[src/rtl/bcd_date_counter.sv]
// BCD calendar date counter (YY/MM/DD) with day advance and checked load.
// Optional LEAP_YEAR_EN macro enables 29-day February in years divisible by 4.
//
// Ports:
//   clk, rst            clock, async active-high reset
//   day_tick            advance the date by one day
//   load, load_*        load a new date (rejected if not a valid date)
//   year1..day0         registered BCD date digits
//   year_carry          one-cycle pulse on the 12/31 -> 01/01 wrap
//   load_err            one-cycle pulse when a load is rejected
module bcd_date_counter #(
  parameter logic [7:0] INIT_YEAR  = 8'h19,
  parameter logic [7:0] INIT_MONTH = 8'h01,
  parameter logic [7:0] INIT_DAY   = 8'h01
) (
  input  logic       clk,
  input  logic       rst,
  input  logic       day_tick,
  input  logic       load,
  input  logic [3:0] load_year1,
  input  logic [3:0] load_year0,
  input  logic [3:0] load_month1,
  input  logic [3:0] load_month0,
  input  logic [3:0] load_day1,
  input  logic [3:0] load_day0,
  output logic [3:0] year1,
  output logic [3:0] year0,
  output logic [3:0] month1,
  output logic [3:0] month0,
  output logic [3:0] day1,
  output logic [3:0] day0,
  output logic       year_carry,
  output logic       load_err
);

  logic [3:0] y1_q, y0_q, m1_q, m0_q, dd1_q, dd0_q;
  logic [3:0] y1_d, y0_d, m1_d, m0_d, dd1_d, dd0_d;
  logic       carry_q, carry_d;
  logic       err_q, err_d;

  logic       leap_cur, leap_ld;
  logic [7:0] max_cur, max_ld;
  logic [7:0] ld_mon, ld_day;
  logic       digits_ok, ld_ok;

  // Days in a BCD month; invalid months fall into the 30 bucket and are
  // screened out separately by the load check.
  function automatic logic [7:0] max_day(
    input logic [7:0] mon,
    input logic       leap
  );
    logic [7:0] r;
    unique case (mon)
      8'h01, 8'h03, 8'h05, 8'h07,
      8'h08, 8'h10, 8'h12: r = 8'h31;
      8'h02:               r = leap ? 8'h29 : 8'h28;
      default:             r = 8'h30;
    endcase
    return r;
  endfunction

  // Year divisible by 4 (century ignored): tens parity picks ones set.
  function automatic logic is_leap(
    input logic [3:0] t,
    input logic [3:0] o
  );
    logic even_ok, odd_ok;
    even_ok = (o == 4'd0) || (o == 4'd4) || (o == 4'd8);
    odd_ok  = (o == 4'd2) || (o == 4'd6);
    return t[0] ? odd_ok : even_ok;
  endfunction

`ifdef LEAP_YEAR_EN
  assign leap_cur = is_leap(y1_q, y0_q);
  assign leap_ld  = is_leap(load_year1, load_year0);
`else
  assign leap_cur = 1'b0;
  assign leap_ld  = 1'b0;
`endif

  assign ld_mon  = {load_month1, load_month0};
  assign ld_day  = {load_day1, load_day0};
  assign max_cur = max_day({m1_q, m0_q}, leap_cur);
  assign max_ld  = max_day(ld_mon, leap_ld);

  assign digits_ok = (load_year1 <= 4'd9) && (load_year0 <= 4'd9) &&
                     (load_month1 <= 4'd9) && (load_month0 <= 4'd9) &&
                     (load_day1 <= 4'd9) && (load_day0 <= 4'd9);

  // With all digits decimal, BCD pairs order the same as binary.
  assign ld_ok = digits_ok &&
                 (ld_mon >= 8'h01) && (ld_mon <= 8'h12) &&
                 (ld_day >= 8'h01) && (ld_day <= max_ld);

  always_comb begin
    y1_d    = y1_q;
    y0_d    = y0_q;
    m1_d    = m1_q;
    m0_d    = m0_q;
    dd1_d   = dd1_q;
    dd0_d   = dd0_q;
    carry_d = 1'b0;
    err_d   = 1'b0;
    if (load) begin
      // A load always consumes the cycle; any tick is dropped.
      if (ld_ok) begin
        y1_d  = load_year1;
        y0_d  = load_year0;
        m1_d  = load_month1;
        m0_d  = load_month0;
        dd1_d = load_day1;
        dd0_d = load_day0;
      end else begin
        err_d = 1'b1;
      end
    end else if (day_tick) begin
      if ({dd1_q, dd0_q} == max_cur) begin
        dd1_d = 4'd0;
        dd0_d = 4'd1;
        if ({m1_q, m0_q} == 8'h12) begin
          m1_d    = 4'd0;
          m0_d    = 4'd1;
          carry_d = 1'b1;
          if (y0_q == 4'd9) begin
            y0_d = 4'd0;
            y1_d = (y1_q == 4'd9) ? 4'd0 : y1_q + 4'd1;
          end else begin
            y0_d = y0_q + 4'd1;
          end
        end else if (m0_q == 4'd9) begin
          m1_d = 4'd1;
          m0_d = 4'd0;
        end else begin
          m0_d = m0_q + 4'd1;
        end
      end else if (dd0_q == 4'd9) begin
        dd0_d = 4'd0;
        dd1_d = dd1_q + 4'd1;
      end else begin
        dd0_d = dd0_q + 4'd1;
      end
    end
  end

  always_ff @(posedge clk or posedge rst) begin
    if (rst) begin
      y1_q    <= INIT_YEAR[7:4];
      y0_q    <= INIT_YEAR[3:0];
      m1_q    <= INIT_MONTH[7:4];
      m0_q    <= INIT_MONTH[3:0];
      dd1_q   <= INIT_DAY[7:4];
      dd0_q   <= INIT_DAY[3:0];
      carry_q <= 1'b0;
      err_q   <= 1'b0;
    end else begin
      y1_q    <= y1_d;
      y0_q    <= y0_d;
      m1_q    <= m1_d;
      m0_q    <= m0_d;
      dd1_q   <= dd1_d;
      dd0_q   <= dd0_d;
      carry_q <= carry_d;
      err_q   <= err_d;
    end
  end

  assign year1      = y1_q;
  assign year0      = y0_q;
  assign month1     = m1_q;
  assign month0     = m0_q;
  assign day1       = dd1_q;
  assign day0       = dd0_q;
  assign year_carry = carry_q;
  assign load_err   = err_q;

endmodule
[config.mk]
export PLATFORM = sky130hd
export DESIGN_NAME = bcd_date_counter
export DESIGN_NICKNAME = d
export VERILOG_FILES = /design/src/rtl/bcd_date_counter.sv
export SDC_FILE = /design/constraint.sdc
export NUM_CORES = 1
export LEC_CHECK = 0
export CAP_MARGIN = 15
export CORE_ASPECT_RATIO = 0.6
export CORE_MARGIN = 2
export CORE_UTILIZATION = 45
export CTS_CLUSTER_DIAMETER = 150
export CTS_CLUSTER_SIZE = 20
export DETAILED_ROUTE_END_ITERATION = 7
export PLACE_DENSITY_LB_ADDON = 0.25
export SLEW_MARGIN = 10
export SYNTH_ARGS = -nofsm -noshare
export SYNTH_HDL_FRONTEND = slang
export SYNTH_SLANG_ARGS = --single-unit
export TNS_END_PERCENT = 100
[constraint.sdc]
create_clock -name clk -period 4.2 [get_ports clk]
set_input_delay 0.42 -clock clk [delete_from_list [all_inputs] [get_ports clk]]
set_output_delay 0.42 -clock clk [all_outputs]
set_load 0.02 [all_outputs]
==> run summary <==
status: finished clean
Max clock buf depth: 2
final WL: 5.35 mm
Worst setup SP type: input pin
EDFF count, synth: 0
first-pass GRT wire length: 8.48 mm
core area: 4100 sq um
DP Wirelength: 4.06 mm
commonest non-fill, non-tap cell in the layout: clkdlybuf4s50_1
Routed WL per cell: 15.8 um
DRC errors left: 0
Total Routing Usage GR: 23.4%
CP required: 4400 ps
worst min path class: register to register
fin util: 62.3%
crit end category: register
asr flop ratio synth: 100%
PortBufs: 53
RSZ-0062 raised after global routing: false
routed vias/inst: 5.78
TNS Setup: 0 ps
Clock Skew: 3.96 ps
delay of the slowest critical-path stage: 910 ps
maxcap violations: 0
Post-CTS Setup Bufs: 0
1st-iter DRT viols: 168
crit-path cells: clkdlybuf4s50_1, or3_1, nor3_1, nand2_1, inv_1, ha_1, and3_1, o21ai_0, a32oi_1, a31oi_1, o21ai_0, a2bb2oi_1
critical path class: input pin to register
f_max: 266 MHz
TritonRoute pass-1 iters: 5
Die Y: 54.7 um
worst slew pin tran: 1130 ps
CTS tree: built
Mapped Area: 1920 sq um
Post-CTS Hold Fix Bufs: 0
largest net degree at the start of global routing: 32
remaining antenna violation count: 0
vias in the first global route: 1756
period utilisation layout: 89.5%
Syn Inst Count: 228
cell leakage power: 1.02 nW
Initial Util: 46.9%
share of layout cells above drive strength 1: 7.55%
NumNets Final: 313
PnR Total Power: 0.000756 W
multi-input logic area: 1160 sq um
clk_lat worst skew: 270 ps
sequential area share after synthesis: 34.1%
GP Congestion: 0.820
ys flop type: dfrtp_1
placed cell areas: 2510 sq um
final hold violations: 0
commonest non-fill, non-tap cells in the layout: clkdlybuf4s50_1 (53), o21ai_0 (23), dfrtp_1 (21)
Std-Cell Rows: 18
share of power burned in registers: 43.2%
P per Cell Area: 296 nW/um^2
sw frac: 36.3%
final setup fails: 0
# resized after CTS: 0
Filler Cell Count: 385
Crit path top cell by count: o21ai_0
Worst R2R Setup Slack: 1320 ps
Congestion Overflow GR: 0
Synth Net Count: 262
clock sink count: 26
slew margin rel.: 24.0%
area grow syn2layout: 32.6%
minimum clock period: 3760 ps
register area: 657 sq um
io pins: 54
Crit-path slowest cell: a31oi_1
Worst-path clk slew: 90 ps
Critical Path AT: 3960 ps
n_diodes: 0
Comb pwr share: 37.4%
Yosys reg bits: 26
Die Span X: 88.4 um
design area: 2550 sq um
post-synthesis cell type count: 57
Ys Warns: 0
DIE AREA: 4830 sq um
VDD IR max: 0.000158 V
Root Driver: clkbuf_8
via count of the routed design: 1955
Internal Power: 0.000482 W
initial antenna violation count: 0
fin. max-slew vios: 0
clock share of power: 19.5%
Num CTS Buffers: 3
syn_area_per_cell: 8.44 sq um
Psw: 0.000274 W
critical path fanouts, max: 14
H-tree Lvls: 1
[final timing paths]
| check | startpoint | to | depth (start not counted) |
|---|---|---|---|
| worst max register to register | month0[0]$_DFFE_PP1P_ | month1[0]$_DFFE_PP0P_ | 7 |
| worst min-delay path | year0[0]$_DFFE_PP1P_ | year0[0]$_DFFE_PP1P_ | 2 |
| worst min register to register | year0[0]$_DFFE_PP1P_ | year0[0]$_DFFE_PP1P_ | 2 |
| max in group asynchronous | rst | year0[2]$_DFFE_PP0P_ | 2 |
| min in group asynchronous | rst | day1[3]$_DFFE_PP0P_ | 2 |
| worst max-delay path | load_month0[2] | day1[2]$_DFFE_PP0P_ | 12 |
[cells by family after synthesis]
family                     Yosys count  synth area share (%)
and+or+nand+nor                     80                  23.1
AOI/OAI and AO/OA                   79                  27.2
buffers and inverters               26                  5.46
DFF                                 26                  34.1
muxes                                8                  4.81
adders and majority gates            6                  3.90
xor gates and xnor gates             3                  1.37
[per-stage QoR]
step,cells,setup WS (ps),hold WS (ps)
3_3_place_gp,334,540,513
5_1_grt,338,229,564
4_1_cts,338,537,546
2_1_floorplan,228,1350,456
6_report,338,443,553
3_5_place_dp,334,336,533
[worst max-delay path, delay by kind of cell]
family,cells,cell delay (ps)
buf+inv,2,570
fa+ha+maj,1,240
compound gates,5,1780
simple gates,4,940
[flip-flops by register name, indices dropped and copies added, names as in the netlist]
name	count
year1	4
month0	4
month1	4
load_err	1
year0	4
day1	4
year_carry	1
day0	4
[Yosys cell counts (all sizes together), types with 2 or more instances]
master,instances,area [sq um]
and3,3,18.8
xnor2,2,17.5
nor4,3,18.8
nor2,12,52.6
mux2i,4,40.0
a2bb2oi,3,26.3
or3,5,31.3
nand2b,6,45.0
clkbuf,9,33.8
nor2b,8,50.1
dfstp,5,131
dfrtp,21,526
nand2,15,56.3
nor3,10,55.1
a32oi,5,43.8
a21oi,12,63.8
nand3,8,40.0
a221oi,2,23.8
o311ai,2,17.5
o22ai,2,12.5
a31oi,3,18.8
mux2,4,52.6
ha,6,75.1
or4,2,15.0
a21o,3,22.5
a22oi,3,27.5
o21ai,31,155
o21a,2,15.0
a22o,2,17.5
inv,16,60.1
a211oi,3,27.5
[power groups by stage]
stage          logic (W)  registers [W]  clock network (W)
2_1_floorplan   0.000141       0.000345                  0
3_3_place_gp    0.000272       0.000329                  0
3_5_place_dp    0.000278       0.000330                  0
4_1_cts         0.000280       0.000326           0.000149
5_1_grt         0.000304       0.000332           0.000162
6_report        0.000282       0.000326           0.000147
[routing by layer]
layer	share of wire [%]	vias to the layer above	wire length (um)	global-route usage, %
met5	0	-	0	0
met4	0.19	0	10	4.55
met1	51	921	2710	34.2
li1	-	949	-	-
met2	42	83	2250	35.1
met3	7.2	2	385	5.88
[cell type report]
| type | count | area share [%] |
|---|---|---|
| well taps | 60 | 2.94 |
| clock buffers | 4 | 1.76 |
| multi-input cells | 176 | 45.5 |
| repair buffers | 56 | 21.7 |
| flip-flops and latches | 26 | 25.7 |
| inverters | 16 | 2.35 |
(Power assumes the default switching activity.)
